**src/rtl/key_search_scheduler_pkg.sv**
```systemverilog
// ksched_pkg: shared state encoding, default key geometry and a priority-encode helper
// for the RC4 key search scheduler.
package ksched_pkg;

    typedef enum logic [1:0] {IDLE, DISPATCH, FOUND, EXHAUSTED} ksched_state_e;

    localparam int          KEY_WIDTH_DEF = 24;
    localparam logic [23:0] KEY_MAX_DEF   = 24'h3FFFFF;

    function automatic int lowest_set(input logic [15:0] vec);
        int r = 0;
        for (int i = 15; i >= 0; i--) if (vec[i]) r = i;
        return r;
    endfunction

endpackage

```
**src/rtl/key_search_scheduler_if.sv**
```systemverilog
// key_search_scheduler_if: scheduler <-> cores/host bundle.
// KSCHED_PROGRESS_EN adds the keys_tested progress counter.
interface key_search_scheduler_if
    import ksched_pkg::*;
#(
    parameter int NUM_CORES = 4,
    parameter int KEY_WIDTH = KEY_WIDTH_DEF
);
    logic                           start;
    logic [NUM_CORES*KEY_WIDTH-1:0] core_key;
    logic [NUM_CORES-1:0]           core_start;
    logic [NUM_CORES-1:0]           core_done;
    logic [NUM_CORES-1:0]           core_success;
    logic                           stop_all;
    logic                           found;
    logic [KEY_WIDTH-1:0]           found_key;
    logic                           exhausted;
    logic                           busy;
`ifdef KSCHED_PROGRESS_EN
    logic [KEY_WIDTH:0]             keys_tested;

    modport master (
        input  start, core_done, core_success,
        output core_key, core_start, stop_all, found, found_key, exhausted, busy, keys_tested
    );
    modport slave (
        output start, core_done, core_success,
        input  core_key, core_start, stop_all, found, found_key, exhausted, busy, keys_tested
    );
`else
    modport master (
        input  start, core_done, core_success,
        output core_key, core_start, stop_all, found, found_key, exhausted, busy
    );
    modport slave (
        output start, core_done, core_success,
        input  core_key, core_start, stop_all, found, found_key, exhausted, busy
    );
`endif
endinterface

```
**src/rtl/key_search_scheduler_rr_arbiter.sv**
```systemverilog
// rr_arbiter: one-hot round-robin grant; the search starts at the pointer and wraps.
module rr_arbiter
    import ksched_pkg::*;
#(
    parameter int N  = 4,
    parameter int IW = (N > 1) ? $clog2(N) : 1
) (
    input  logic          clk,
    input  logic          reset_n,
    input  logic [N-1:0]  req,
    input  logic          advance,
    output logic [N-1:0]  grant,
    output logic [IW-1:0] grant_idx,
    output logic          valid
);
    logic [IW-1:0] ptr;
    logic [N-1:0]  upper, pick;

    // Prefer requests at or above the pointer; fall back to the wrapped set.
    assign upper     = req & ~((N'(1) << ptr) - N'(1));
    assign pick      = (|upper) ? upper : req;
    assign grant     = pick & (~pick + N'(1));
    assign grant_idx = IW'(lowest_set(16'(grant)));
    assign valid     = |req;

    always_ff @(posedge clk or negedge reset_n)
        if (!reset_n)
            ptr <= '0;
        else if (advance && valid)
            ptr <= (int'(grant_idx) == N - 1) ? '0 : grant_idx + IW'(1);

endmodule

```
**src/rtl/key_search_scheduler.sv**
```systemverilog
// key_search_scheduler: hands successive keys to idle decrypt cores, latches the first hit.
// Build option KSCHED_PROGRESS_EN adds the keys_tested progress counter.
module key_search_scheduler
    import ksched_pkg::*;
#(
    parameter int                   NUM_CORES = 4,
    parameter int                   KEY_WIDTH = KEY_WIDTH_DEF,
    parameter logic [KEY_WIDTH-1:0] KEY_MAX   = KEY_WIDTH'(KEY_MAX_DEF)
) (
    input logic                    clk,
    input logic                    reset_n,
    key_search_scheduler_if.master bus
);
    localparam int IW = (NUM_CORES > 1) ? $clog2(NUM_CORES) : 1;

    ksched_state_e        state, state_nx;
    logic [KEY_WIDTH:0]   next_key;
    logic [KEY_WIDTH-1:0] key_q [NUM_CORES];
    logic [KEY_WIDTH-1:0] found_key;
    logic [NUM_CORES-1:0] core_busy, core_start, accepted, succ, grant;
    logic [IW-1:0]        grant_idx, win;
    logic                 valid, hit, more, dispatch, restart;

    // Dones from idle cores are spurious and never reach the result logic.
    assign accepted = bus.core_done & core_busy;
    assign succ     = accepted & bus.core_success;
    assign hit      = |succ;
    assign win      = IW'(lowest_set(16'(succ)));
    assign more     = next_key <= {1'b0, KEY_MAX};
    assign dispatch = (state == DISPATCH) && !hit && more && valid;
    assign restart  = (state != DISPATCH) && bus.start;

    // Only cores idle at the start of the cycle may be granted.
    rr_arbiter #(.N(NUM_CORES)) u_arb (
        .clk       (clk),
        .reset_n   (reset_n),
        .req       (~core_busy),
        .advance   (dispatch),
        .grant     (grant),
        .grant_idx (grant_idx),
        .valid     (valid)
    );

    always_ff @(posedge clk or negedge reset_n)
        if (!reset_n) state <= IDLE;
        else          state <= state_nx;

    always_comb begin
        state_nx = restart               ? DISPATCH  :
                   (state != DISPATCH)   ? state     :
                   hit                   ? FOUND     :
                   (!more && ~|core_busy) ? EXHAUSTED : DISPATCH;
    end

    always_ff @(posedge clk or negedge reset_n) begin
        if (!reset_n) begin
            next_key   <= '0;
            core_busy  <= '0;
            core_start <= '0;
            found_key  <= '0;
            for (int i = 0; i < NUM_CORES; i++) key_q[i] <= '0;
        end else begin
            core_start <= dispatch ? grant : '0;
            if (restart) begin
                next_key  <= '0;
                core_busy <= '0;
            end else if (state == DISPATCH) begin
                core_busy <= (core_busy & ~accepted) | (dispatch ? grant : '0);
                if (dispatch) begin
                    next_key         <= next_key + (KEY_WIDTH+1)'(1);
                    key_q[grant_idx] <= next_key[KEY_WIDTH-1:0];
                end
                if (hit) found_key <= key_q[win];
            end
        end
    end

    for (genvar g = 0; g < NUM_CORES; g++) begin : g_key
        assign bus.core_key[g*KEY_WIDTH +: KEY_WIDTH] = key_q[g];
    end

    assign bus.core_start = core_start;
    assign bus.found      = state == FOUND;
    assign bus.exhausted  = state == EXHAUSTED;
    assign bus.stop_all   = (state == FOUND) || (state == EXHAUSTED);
    assign bus.busy       = state == DISPATCH;
    assign bus.found_key  = found_key;

`ifdef KSCHED_PROGRESS_EN
    logic [KEY_WIDTH:0] keys_tested;

    always_ff @(posedge clk or negedge reset_n)
        if (!reset_n)
            keys_tested <= '0;
        else if (restart)
            keys_tested <= '0;
        else if (state == DISPATCH)
            keys_tested <= keys_tested + (KEY_WIDTH+1)'($countones(accepted & ~bus.core_success));

    assign bus.keys_tested = keys_tested;
`endif

endmodule

```
**src/flat_wrapper.sv**
```systemverilog
// flat-port wrapper written by rule: the top's interface ports become plain ports
module key_search_scheduler_flat import ksched_pkg::*;
#(
    parameter int                   NUM_CORES = 4,
    parameter int                   KEY_WIDTH = KEY_WIDTH_DEF,
    parameter logic [KEY_WIDTH-1:0] KEY_MAX   = KEY_WIDTH'(KEY_MAX_DEF)
)
  (clk, reset_n, bus_start, bus_core_done, bus_core_success, bus_core_key, bus_core_start, bus_stop_all, bus_found, bus_found_key, bus_exhausted, bus_busy);
  key_search_scheduler_if #(.NUM_CORES(NUM_CORES), .KEY_WIDTH(KEY_WIDTH)) bus_i ();
  input logic clk;
  input logic reset_n;
  input wire logic [$bits(bus_i.start)-1:0] bus_start;
  input wire logic [$bits(bus_i.core_done)-1:0] bus_core_done;
  input wire logic [$bits(bus_i.core_success)-1:0] bus_core_success;
  output wire logic [$bits(bus_i.core_key)-1:0] bus_core_key;
  output wire logic [$bits(bus_i.core_start)-1:0] bus_core_start;
  output wire logic [$bits(bus_i.stop_all)-1:0] bus_stop_all;
  output wire logic [$bits(bus_i.found)-1:0] bus_found;
  output wire logic [$bits(bus_i.found_key)-1:0] bus_found_key;
  output wire logic [$bits(bus_i.exhausted)-1:0] bus_exhausted;
  output wire logic [$bits(bus_i.busy)-1:0] bus_busy;
  assign bus_i.start = bus_start;
  assign bus_i.core_done = bus_core_done;
  assign bus_i.core_success = bus_core_success;
  assign bus_core_key = bus_i.core_key;
  assign bus_core_start = bus_i.core_start;
  assign bus_stop_all = bus_i.stop_all;
  assign bus_found = bus_i.found;
  assign bus_found_key = bus_i.found_key;
  assign bus_exhausted = bus_i.exhausted;
  assign bus_busy = bus_i.busy;
  key_search_scheduler #(.NUM_CORES(NUM_CORES), .KEY_WIDTH(KEY_WIDTH), .KEY_MAX(KEY_MAX)) u_core (.clk(clk), .reset_n(reset_n), .bus(bus_i));
endmodule
```
**config.mk**
```make
export PLATFORM = sky130hd
export DESIGN_NAME = key_search_scheduler_flat
export DESIGN_NICKNAME = d
export VERILOG_FILES = /design/src/rtl/key_search_scheduler_pkg.sv /design/src/rtl/key_search_scheduler_if.sv /design/src/rtl/key_search_scheduler_rr_arbiter.sv /design/src/rtl/key_search_scheduler.sv /design/src/flat_wrapper.sv
export SDC_FILE = /design/constraint.sdc
export NUM_CORES = 1
export LEC_CHECK = 0
export ABC_CLOCK_PERIOD_IN_PS = 2100
export CAP_MARGIN = 10
export CORE_MARGIN = 10
export CORE_UTILIZATION = 40
export DETAILED_ROUTE_END_ITERATION = 8
export GPL_TIMING_DRIVEN = 0
export PLACE_DENSITY = 0.67
export SLEW_MARGIN = 20
export SYNTH_ARGS = -nofsm -noshare
export SYNTH_HDL_FRONTEND = slang
export SYNTH_SLANG_ARGS = --single-unit
```
**constraint.sdc**
```tcl
create_clock -name clk -period 2.1 [get_ports clk]
set_clock_uncertainty 0.05 [all_clocks]
set_input_delay 0.42 -clock clk [delete_from_list [all_inputs] [get_ports clk]]
set_output_delay 0.42 -clock clk [all_outputs]
set_load 0.02 [all_outputs]
```
After elaboration in Yosys (flattened, before gate mapping)
Index checks and enable logic that the tools add are counted.

storage, ports and cells
  flip-flop bits (word level) = 157
  bits of input ports = 11
  logic and storage cells = 84

operators by class
  $add $sub $neg = 4
  order comparisons = 4
  equality and inequality tests = 6
  shift operators = 1
  muxes and demuxes = 26
  bitwise gates (word level) = 13
  reductions and logical operators = 20

operator list
  operator                                                                  number
  96-bit bitwise mux                                                        1
  25-bit 2-to-1 mux                                                         3
  24-bit 2-to-1 mux                                                         3
  24-bit binary-select mux with 2-bit select                                1
  24-bit demux with 2-bit select                                            1
  2-bit 2-to-1 mux                                                          13
  25-bit by 1-bit adder with 25-bit output (second input constant)          1
  25-bit by 22-bit <= comparator with 1-bit output (second input constant)  1
  4-bit bitwise AND                                                         5
  4-bit 2-to-1 mux                                                          4
  4-bit NOT                                                                 4
  4-bit OR reduction                                                        4
  1-bit logical AND                                                         7
  3-bit >= comparator (second input constant)                               2
  2-bit NOT with 3-bit output                                               2
  3-bit AND reduction                                                       2
  4-bit by 1-bit adder with 4-bit output (second input constant)            1
  2-bit by 1-bit equality test with 1-bit output (second input constant)    2
  2-bit equality test (second input constant)                               2
  2-bit by 1-bit != test with 1-bit output (second input constant)          2
  4-bit OR                                                                  1
  2-bit nonzero test                                                        2
  1-bit by 2-bit << shifter with 4-bit output (first input constant)        1
  4-bit by 1-bit subtractor with 4-bit output (second input constant)       1
  6 further kinds                                                           8

Depth between registers and ports, before layout
Gate-level depths: netlist of run 1.

  word-level depth = 19
  depth in mapped cells = 10

Hierarchy
From an unflattened synthesis of run 1, not the netlist that was laid out.

unflattened totals
  cells, all modules = 567
  area, all modules = 7194.4 um^2

by module, submodules not included
  module                instances  cells each  area an instance (um^2)  seq. area each (um^2)
  key_search_scheduler  1          529         6870.3                   3878.7
  rr_arbiter            1          38          324.1                    50.0

Worst setup path before layout of run 1
No wires, ideal clock.

  path type = reg-to-reg
  from = register u_core.core_busy[2]
  to = register u_core.key_q (netlist bit u_core.bus.core_key[29])
  library setup time = 0.125 ns
  data arrival time = 2.011 ns
  path slack = -0.085 ns
  cell stages (with the launch flop) = 11
  period minus slack after synthesis = 2.185 ns
  path through = dfrtp_1 -> clkbuf_1 -> nand2b_1 -> a21oi_1 -> a211oi_1 -> nor2_1 -> inv_1 -> ha_1 -> nand3_4 -> buf_2 -> mux2_2

on the way
  cells in the longest elaborated chain, start to end = 17

ends and longest elaborated chain
  what                                                                                                                RTL line                               text
  from (decl)                                                                                                         key_search_scheduler.sv:20             logic [NUM_CORES-1:0] core_busy, core_start, accepted, succ, grant;
  from (signal assigned)                                                                                              key_search_scheduler.sv:68             core_busy <= (core_busy & ~accepted) | (dispatch ? grant : '0);
  4-bit NOT                                                                                                           key_search_scheduler.sv:37             .req (~core_busy),
  4-bit bitwise AND                                                                                                   key_search_scheduler_rr_arbiter.sv:20  assign upper = req & ~((N'(1) << ptr) - N'(1));
  4-bit OR reduction                                                                                                  key_search_scheduler_rr_arbiter.sv:21  assign pick = (|upper) ? upper : req;
  4-bit 2-to-1 mux                                                                                                    key_search_scheduler_rr_arbiter.sv:21
  4-bit NOT                                                                                                           key_search_scheduler_rr_arbiter.sv:22  assign grant = pick & (~pick + N'(1));
  4-bit by 1-bit adder with 4-bit output                                                                              key_search_scheduler_rr_arbiter.sv:22
  4-bit bitwise AND                                                                                                   key_search_scheduler_rr_arbiter.sv:22
  2-bit 2-to-1 mux (4 in a row)                                                                                       key_search_scheduler_pkg.sv:12         for (int i = 15; i >= 0; i--) if (vec[i]) r = i;
  2-bit NOT with 3-bit output (not written as such)                                                                   key_search_scheduler.sv:71             key_q[grant_idx] <= next_key[KEY_WIDTH-1:0];
  3-bit >= comparator (not written as such) or 3-bit by 1-bit less-than comparator with 1-bit output (tied branches)  key_search_scheduler.sv:71
  1-bit logical AND (not written as such)                                                                             key_search_scheduler.sv:71
  24-bit 2-to-1 mux (not written as such)                                                                             key_search_scheduler.sv:71
  24-bit demux with 2-bit select                                                                                      key_search_scheduler.sv:71
  96-bit bitwise mux                                                                                                  key_search_scheduler.sv:71
  to (signal, indexed assignment)                                                                                     key_search_scheduler.sv:71
  to (decl)                                                                                                           key_search_scheduler.sv:18             logic [KEY_WIDTH-1:0] key_q [NUM_CORES];

Several ways; a longest one is shown, not always the timed one.
A chain may end at the register's enable or synchronous reset.

Worst setup path in the final report of run 1
  from = register u_core.core_busy[0]
  to = register u_core.key_q (netlist bit u_core.bus.core_key[29])

Same word-level chain as after synthesis.

==> results, run 1 <==
- The share of async-settable or async-resettable flops after synthesis is 1.00.
- Data on the critical path is required at its endpoint by 2.36 ns.
- The cell chosen for the clock root is sky130_fd_sc_hd__clkbuf_16.
- The count of warnings emitted by yosys is 0.
- The end point of the critical path is u_core.bus.core_key[29]$_DFFE_PN0P_.
- In the post-route analysis, the smallest setup slack over all paths is -0.164 ns.
- The first TritonRoute pass finished after 7 iterations.
- The number of antenna violations at the first check in global routing is 0.
- The number of different library cells used by synthesis comes to 49.
- For this configuration, the core starts out at a cell density of 0.407.
- The count of fill cells added during filler insertion is 1374.
- VDD sags by at most 0.000852 V.
- The top-level port count is 139.
- The part of the Yosys area used for sequential elements is 0.558.
- Once detail routing completed, the nets flagged for antenna violations numbered 0.
- The global-route layer with the greatest usage is met2.
- Counting flops and latches in the post-synthesis netlist gives 157.
- After detailed placement, the design holds a cell count of 929.
- The final total power is 12.3 mW.
- In this run the worst path has a maximum fanout of 7.
- 0 antenna diodes ended up in the layout.
- The startpoint identified for the worst register-to-register timing path is u_core.core_busy[0]$_DFFE_PN0P_.
- The longest clock path from root to sink contains 2 buffers.
- The first global-routing pass estimated 33400 um of wire.
- The HPWL after detailed placement is 14300 um.
- Setup repair after global routing could not meet its margin everywhere.
- The post-synthesis to final-layout area growth is 47.2%.
- The detailed router's first-iteration violation count is 387.
- The later pin in the worst-skew pair is clocked with a latency of 0.43 ns.
- The die footprint is 0.0233 mm2.
- The number of DRC violations after detailed routing is 0.
- The category of the critical setup timing path is reg -> reg.
- In this run the standard cell core region covers 0.0173 mm2.
- The die is 153 um tall.
- The worst setup timing slack at the placement stage is -1.01 ns.
- The count of endpoints failing setup in the final report is 83.
- The worst register-to-register path ends at u_core.bus.core_key[29]$_DFFE_PN0P_.
- The CTS tree is done.
- The number of port buffers is 138.
- The count of pins over their slew limit is 0.
- From left edge to right edge, the die measures 153 um.
- The number of levels in the clock H-tree is 4.
- For this run, the post-layout net count is 782.
- The arrival time of the worst setup path is 2.53 ns.
- Clock-pin slew was measured on the worst setup and hold paths at 0.06 ns.
- The clock period minus final worst setup slack is 2.26 ns.
- The average instance in the mapped netlist occupies 12.5 um2.
- In the layout the commonest cells are sky130_fd_sc_hd__dfrtp_1 (137), sky130_fd_sc_hd__clkdlybuf4s50_1 (134), sky130_fd_sc_hd__buf_4 (41).
- The tool flagged a number of max-cap violations equal to 0.
- The share of cells above drive strength 1 is 0.306.
- Setup slack on the worst reg-to-reg path comes out at -0.16 ns.
- The worst register-to-register path has a depth of 11.
- The peak clock frequency supported by timing is 0.442 GHz.
- For this run, the leading register cell type out of synthesis is sky130_fd_sc_hd__dfrtp_1.
- The overall track demand over capacity in global routing is 0.179.
- The number of synthesized flops with an enable pin is 0.
- The detailed-route vias per instance is 5.58.
- The most critical setup path has its startpoint at u_core.core_busy[0]$_DFFE_PN0P_.
- The maximum number of pins on one net before global-route repair is 100.
- The count of endpoints failing hold in the final timing report is 0.
- The area of the mapped netlist is 0.00704 mm2.
- The TritonCTS sink count is 157.
- The row count is 48.
- The cell count after synthesis is 565.
- The congestion estimate from routability-driven global placement came to 0.837.
- The number of global-route vias before repair is 5818.
- Dividing the final minimum period by the clock period gives 1.08.
- The global-route met3 utilization is 0.0421.
- For this run, global-route usage on met1 was measured as 0.209.
- The most common cell after layout, fill and taps aside is sky130_fd_sc_hd__dfrtp_1.
- The detailed-route wire length per cell is 21.7 um.
- The final reports fail on negative setup slack.
- The power density relative to cell area is 1190 mW/mm2.
- The min-delay analysis places its worst path in the category in -> async.
- Summed over all layers, the routed wires come to 21800 um.
- The worst setup path is launched from a flip-flop.
- The global routing met2 resource utilization is 0.308.
- The slew at the pin closest to its max-slew limit is 0.551 ns.
- The flow ran to the end, but the final reports show violations.
- The analysis attributes to cell leakage a power of 4.90 nW.
- The worst relative slew slack is 0.632.
- The total CTS buffers is 17.
- The via count of the routed design is 5597.
- The number of nets handed over by synthesis was 581.
- The finished layout holds 1003 standard cells, fillers aside.
- The nature of the critical path endpoint is a flip-flop.
- The total overflow left after global routing is 0.
-- where the power goes --
part | switching [mW] | internal, mW
Sequential | 0.352 | 3.38
Clock | 1.19 | 1.87
Combinational | 2.87 | 2.68
-- area by class of cell --
| class | count | area [um2] | area share |
|---|---|---|---|
| clock inverter | 6 | 83.8 | 0.00809 |
| buffer | 33 | 328 | 0.0316 |
| multi-input combinational | 358 | 3210 | 0.310 |
| clock buffer | 25 | 495 | 0.0478 |
| tap | 225 | 282 | 0.0272 |
| timing repair buffer | 192 | 1980 | 0.191 |
| inverter | 7 | 33.8 | 0.00326 |
| sequential | 157 | 3950 | 0.381 |
-- sequential cells by signal (all words and copies together) (netlist names) --
register	count
u_core.bus.core_key	96
u_core.next_key	25
u_core.bus.found_key	24
u_core.bus.core_start	4
u_core.core_busy	4
u_core.state	2
u_core.u_arb.ptr	2
-- kinds of logic (layout without fill, tap and decap cells) --
group	after synthesis	count (layout)	share of synthesized area
buffers and inverters	50	263	0.0375
adder cells (fa/ha/maj)	5	5	0.00888
AND/OR/NAND/NOR	134	134	0.111
XOR/XNOR	3	3	0.00373
multiplexers	118	118	0.184
flip-flops	157	157	0.558
AO/OA/AOI/OAI	98	98	0.0975
-- per-stage QoR --
stage          utilization  setup TNS, ns  hold slack [ns]  cell area, um2
6_report             0.599          -6.67            0.453           10400
5_1_grt              0.599         -13.85            0.480           10400
4_1_cts              0.575          -4.63            0.437            9940
3_5_place_dp         0.506         -71.53            0.327            8750
3_3_place_gp         0.504        -935.66            0.420            8720
2_1_floorplan            -              0           0.0744            7060
-- how the worst min path moves through the flow --
stage                                     from                                  to  slack (ns)  cells after the start
5_1_grt        u_core.next_key[24]$_DFFE_PN0P_     u_core.next_key[24]$_DFFE_PN0P_        0.48                      1
2_1_floorplan                          reset_n  u_core.bus.core_key[0]$_DFFE_PN0P_        0.07                      0
4_1_cts        u_core.next_key[24]$_DFFE_PN0P_     u_core.next_key[24]$_DFFE_PN0P_        0.44                      1
3_5_place_dp                           reset_n  u_core.bus.core_start[1]$_DFF_PN0_        0.33                      1
6_report                               reset_n  u_core.bus.core_start[1]$_DFF_PN0_        0.45                      2
3_3_place_gp   u_core.next_key[24]$_DFFE_PN0P_     u_core.next_key[24]$_DFFE_PN0P_        0.42                      1
-- timing repair --
| action | in CTS | in global routing |
|---|---|---|
| cloned | 4 | 1 |
| gates resized for setup | 100 | 70 |
| endpoints found under the hold margin | 58 | 0 |
| setup endpoints to repair | 150 | 138 |
| pin swaps | 9 | 9 |
| hold buffers | 1 | 0 |
| setup buffers | 22 | 27 |
-- per-layer routing --
metal,up-vias,wire length [um]
li1,2506,-
met3,34,1140
met5,-,0
met4,0,499
met1,2882,8760
met2,175,11400
-- critical path, stage by stage, from the launching register on --
cell and delay, ns:
sky130_fd_sc_hd__dfrtp_1 0.40, sky130_fd_sc_hd__buf_8 0.14, sky130_fd_sc_hd__nand2b_1 0.14, sky130_fd_sc_hd__a21boi_1 0.16, sky130_fd_sc_hd__o21ai_1 0.13, sky130_fd_sc_hd__o21ai_4 0.10
sky130_fd_sc_hd__buf_4 0.14, sky130_fd_sc_hd__ha_4 0.13, sky130_fd_sc_hd__nand3_4 0.15, sky130_fd_sc_hd__buf_12 0.18, sky130_fd_sc_hd__buf_16 0.13, sky130_fd_sc_hd__mux2_4 0.29
-- synthesized netlist by cell type (all sizes together) (9+ instances only) --
cell | number | area, um2
and3 | 9 | 66.3
nor2 | 18 | 67.6
and2 | 14 | 87.6
nand2 | 32 | 120
clkbuf | 21 | 78.8
nand3 | 20 | 148
a222oi | 24 | 240
dfrtp | 157 | 3930
a21oi | 15 | 75.1
buf | 22 | 159
mux2 | 90 | 1010
o21ai | 34 | 170
mux2i | 28 | 280
No activity file was read; power rests on OpenSTA's default activity.
==> inputs of run 2 (changes only) <==
--- a/config.mk
+++ b/config.mk
@@ -16,3 +16,4 @@
 export SYNTH_ARGS = -nofsm -noshare
 export SYNTH_HDL_FRONTEND = slang
 export SYNTH_SLANG_ARGS = --single-unit
+export TNS_END_PERCENT = 20
==> results, run 2 (synthesis results as in run 1) <==
- The first global-routing pass estimated 32700 um of wire.
- For this run, the post-layout net count is 757.
- The count of fill cells added during filler insertion is 1387.
- Setup repair after global routing could not meet its margin everywhere.
- The checks that failed: negative setup slack.
- The maximum number of pins on one net before global-route repair is 92.
- The slack of the critical path is -0.129 ns.
- The flip-flop count of the largest register after layout is 96.
- The detailed-route vias per instance is 5.56.
- Once placement finished, the instance area stood at 0.00875 mm2.
- The die height is 153 um.
- The worst min-delay path category is reg -> reg.
- In this run the power density over the cells is 1190 mW/mm2.
- The area taken by flip-flops and latches is 0.00395 mm2.
- In the layout the commonest cells are sky130_fd_sc_hd__dfrtp_1 (139), sky130_fd_sc_hd__clkdlybuf4s50_1 (134), sky130_fd_sc_hd__mux2_2 (37).
- After clock tree synthesis, the clock-pin slew on the worst setup and hold paths is 0.06 ns.
- The total area inside the core boundary comes to 0.0173 mm2.
- Detailed routing inserted a total of 5417 vias.
- The category of the critical setup timing path is reg -> reg.
- The buffer depth of the longest clock path is 2.
- The count of pins over their slew limit is 0.
- After routing the design area is 0.0101 mm2.
- VDD sags by at most 0.000849 V.
- The tree is rooted in a sky130_fd_sc_hd__clkbuf_16.
- The wire length after detailed routing is 21000 um.
- In this run the worst setup path begins at u_core.next_key[11]$_DFFE_PN0P_.
- The number of cells in the finished layout apart from fillers is 975.
- The repair_antennas step left the layout with diodes totalling 0.
- The later pin in the worst-skew pair is clocked with a latency of 0.42 ns.
- On the final layout, the worst hold slack is 0.457 ns.
- The detail route stage leaves a number of antenna-violating nets equal to 0.
- Measured along the x axis, the die boundary spans 153 um.
- Setup violations remaining at the end of the flow were counted as 107.
- The peak clock frequency supported by timing is 0.449 GHz.
- The launching point of the worst reg2reg path is u_core.next_key[11]$_DFFE_PN0P_.
- The die covers 0.0233 mm2.
- The area growth from synthesis to layout is 42.8%.
- The sum of net half-perimeters after detailed placement is 14400 um.
- Data on the critical path is required at its endpoint by 2.35 ns.
- The row count is 48.
- The maximum fanout encountered on the critical timing path is 10.
- The count of endpoints failing hold in the final timing report is 0.
- After the first detailed-routing iteration, the DRC count stood at 484.
- The max capacitance violation total is 0.
- For this design, the sink count on the clock tree is 157.
- The number of antenna violations at the first check in global routing is 0.
- For the pin with the worst max-slew slack, the measured transition is 0.684 ns.
- Measured against its own limit, the worst slew margin works out to 0.544.
- The routed design could run at a clock period as short as 2.23 ns.
- The static leakage is 4.73 nW.
- Summing all multi-input logic gate instances after layout gives 0.00315 mm2.
- The number of instances in the placed design is 929.
- After detailed routing, the average wire length per cell comes to 21.6 um.
- The overall track demand over capacity in global routing is 0.174.
- The completed layout was analyzed and its total power is 12.0 mW.
- The startpoint of the worst hold path is u_core.bus.found_key[11]$_DFFE_PN0P_.
- The total CTS buffers is 17.
- Data arrives at the worst endpoint at 2.47 ns.
- The library cell used most frequently in the layout, excluding fill and tap cells, is sky130_fd_sc_hd__dfrtp_1.
- The count of TritonRoute iterations in the first routing pass is 5.
- The worst setup path is launched from a flip-flop.
- The flow ran to the end, but the final reports show violations.
- The number of port buffers is 138.
- Pin placement for this block handled 139 I/O pins.
- The total congestion overflow is 0.
- The number of DRC violations after detailed routing is 0.
- The initial core utilization is 0.407.
- TritonCTS built the clock tree.
- Of the available clock period, the critical path in the final layout requires 1.06.
- STA classifies the critical path endpoint as a flip-flop.
- The weighted congestion at the end of routability-driven global placement is 0.836.
- Of the cells placed in the final design, the portion with a size suffix greater than 1 is 0.285.
- The H-tree was split into 4 levels.
- The number of global-route vias before repair is 5767.
[run 2: cell types whose count changed in the layout (fill, tap and decap cells not counted), moves of 3 or more]
cell / change
sky130_fd_sc_hd__mux2_4: +5
sky130_fd_sc_hd__buf_12: -3
sky130_fd_sc_hd__mux2_1: -11
sky130_fd_sc_hd__mux2_2: +6
sky130_fd_sc_hd__buf_4: -17
sky130_fd_sc_hd__nand2_1: +3
sky130_fd_sc_hd__buf_6: -4
[run 2: power by group]
part	internal, mW	switching [mW]	total [mW]
sequential	3.38	0.365	3.74
combinational	2.37	2.71	5.08
clock	2.02	1.13	3.15
[run 2: routing by layer]
| layer | share of wire | vias up | GRT usage |
|---|---|---|---|
| met5 | 0 | - | 0 |
| met4 | 0.020 | 0 | 0.0649 |
| met3 | 0.051 | 28 | 0.0446 |
| met2 | 0.51 | 167 | 0.299 |
| met1 | 0.41 | 2763 | 0.205 |
| li1 | - | 2459 | - |
[run 2: cell type report]
class / instances / area share
buffer: 35 / 0.0337
clock buffer: 20 / 0.0454
clock inverter: 8 / 0.0142
inverter: 7 / 0.00311
multi-input combinational: 358 / 0.313
sequential: 157 / 0.393
tap: 225 / 0.0280
timing repair buffer: 165 / 0.170
[run 2: path summary, 6_finish.rpt]
path	endpoint	slack, ns	cells past startpoint
setup / recovery	u_core.bus.core_key[77]$_DFFE_PN0P_	-0.13	10
hold / removal	u_core.bus.found_key[11]$_DFFE_PN0P_	0.46	2
setup reg to reg	u_core.bus.core_key[77]$_DFFE_PN0P_	-0.13	10
hold reg to reg	u_core.bus.found_key[11]$_DFFE_PN0P_	0.46	2
max in group asynchronous	u_core.next_key[10]$_DFFE_PN0P_	0.64	3
min in group asynchronous	u_core.bus.core_start[2]$_DFF_PN0_	0.55	2
[run 2: per-stage QoR]
stage	util	setup slack, ns	setup TNS [ns]
2_1_floorplan	-	-0.0151	-0.269
3_3_place_gp	0.504	-5.48	-926.27
3_5_place_dp	0.506	-0.988	-72.76
4_1_cts	0.570	-0.122	-5.10
5_1_grt	0.582	-0.220	-18.57
6_report	0.582	-0.129	-7.29
[run 2: critical path, stage by stage (launching register included)]
cell and delay, ns:
sky130_fd_sc_hd__dfrtp_2 0.46, sky130_fd_sc_hd__and3_4 0.19, sky130_fd_sc_hd__buf_6 0.12, sky130_fd_sc_hd__and3_4 0.17
sky130_fd_sc_hd__buf_6 0.13, sky130_fd_sc_hd__nand3_4 0.10, sky130_fd_sc_hd__buf_8 0.15, sky130_fd_sc_hd__nand3_4 0.12
sky130_fd_sc_hd__buf_12 0.16, sky130_fd_sc_hd__buf_12 0.14, sky130_fd_sc_hd__mux2_4 0.30
[run 2: what timing repair did]
item	4_1_cts	5_1_grt
buffers inserted	17	4
endpoints found under the hold margin	40	0
endpoints found under the setup margin	150	131
cloned	3	1
hold buffers	1	0
pin swaps	8	6
resized for setup	100	46
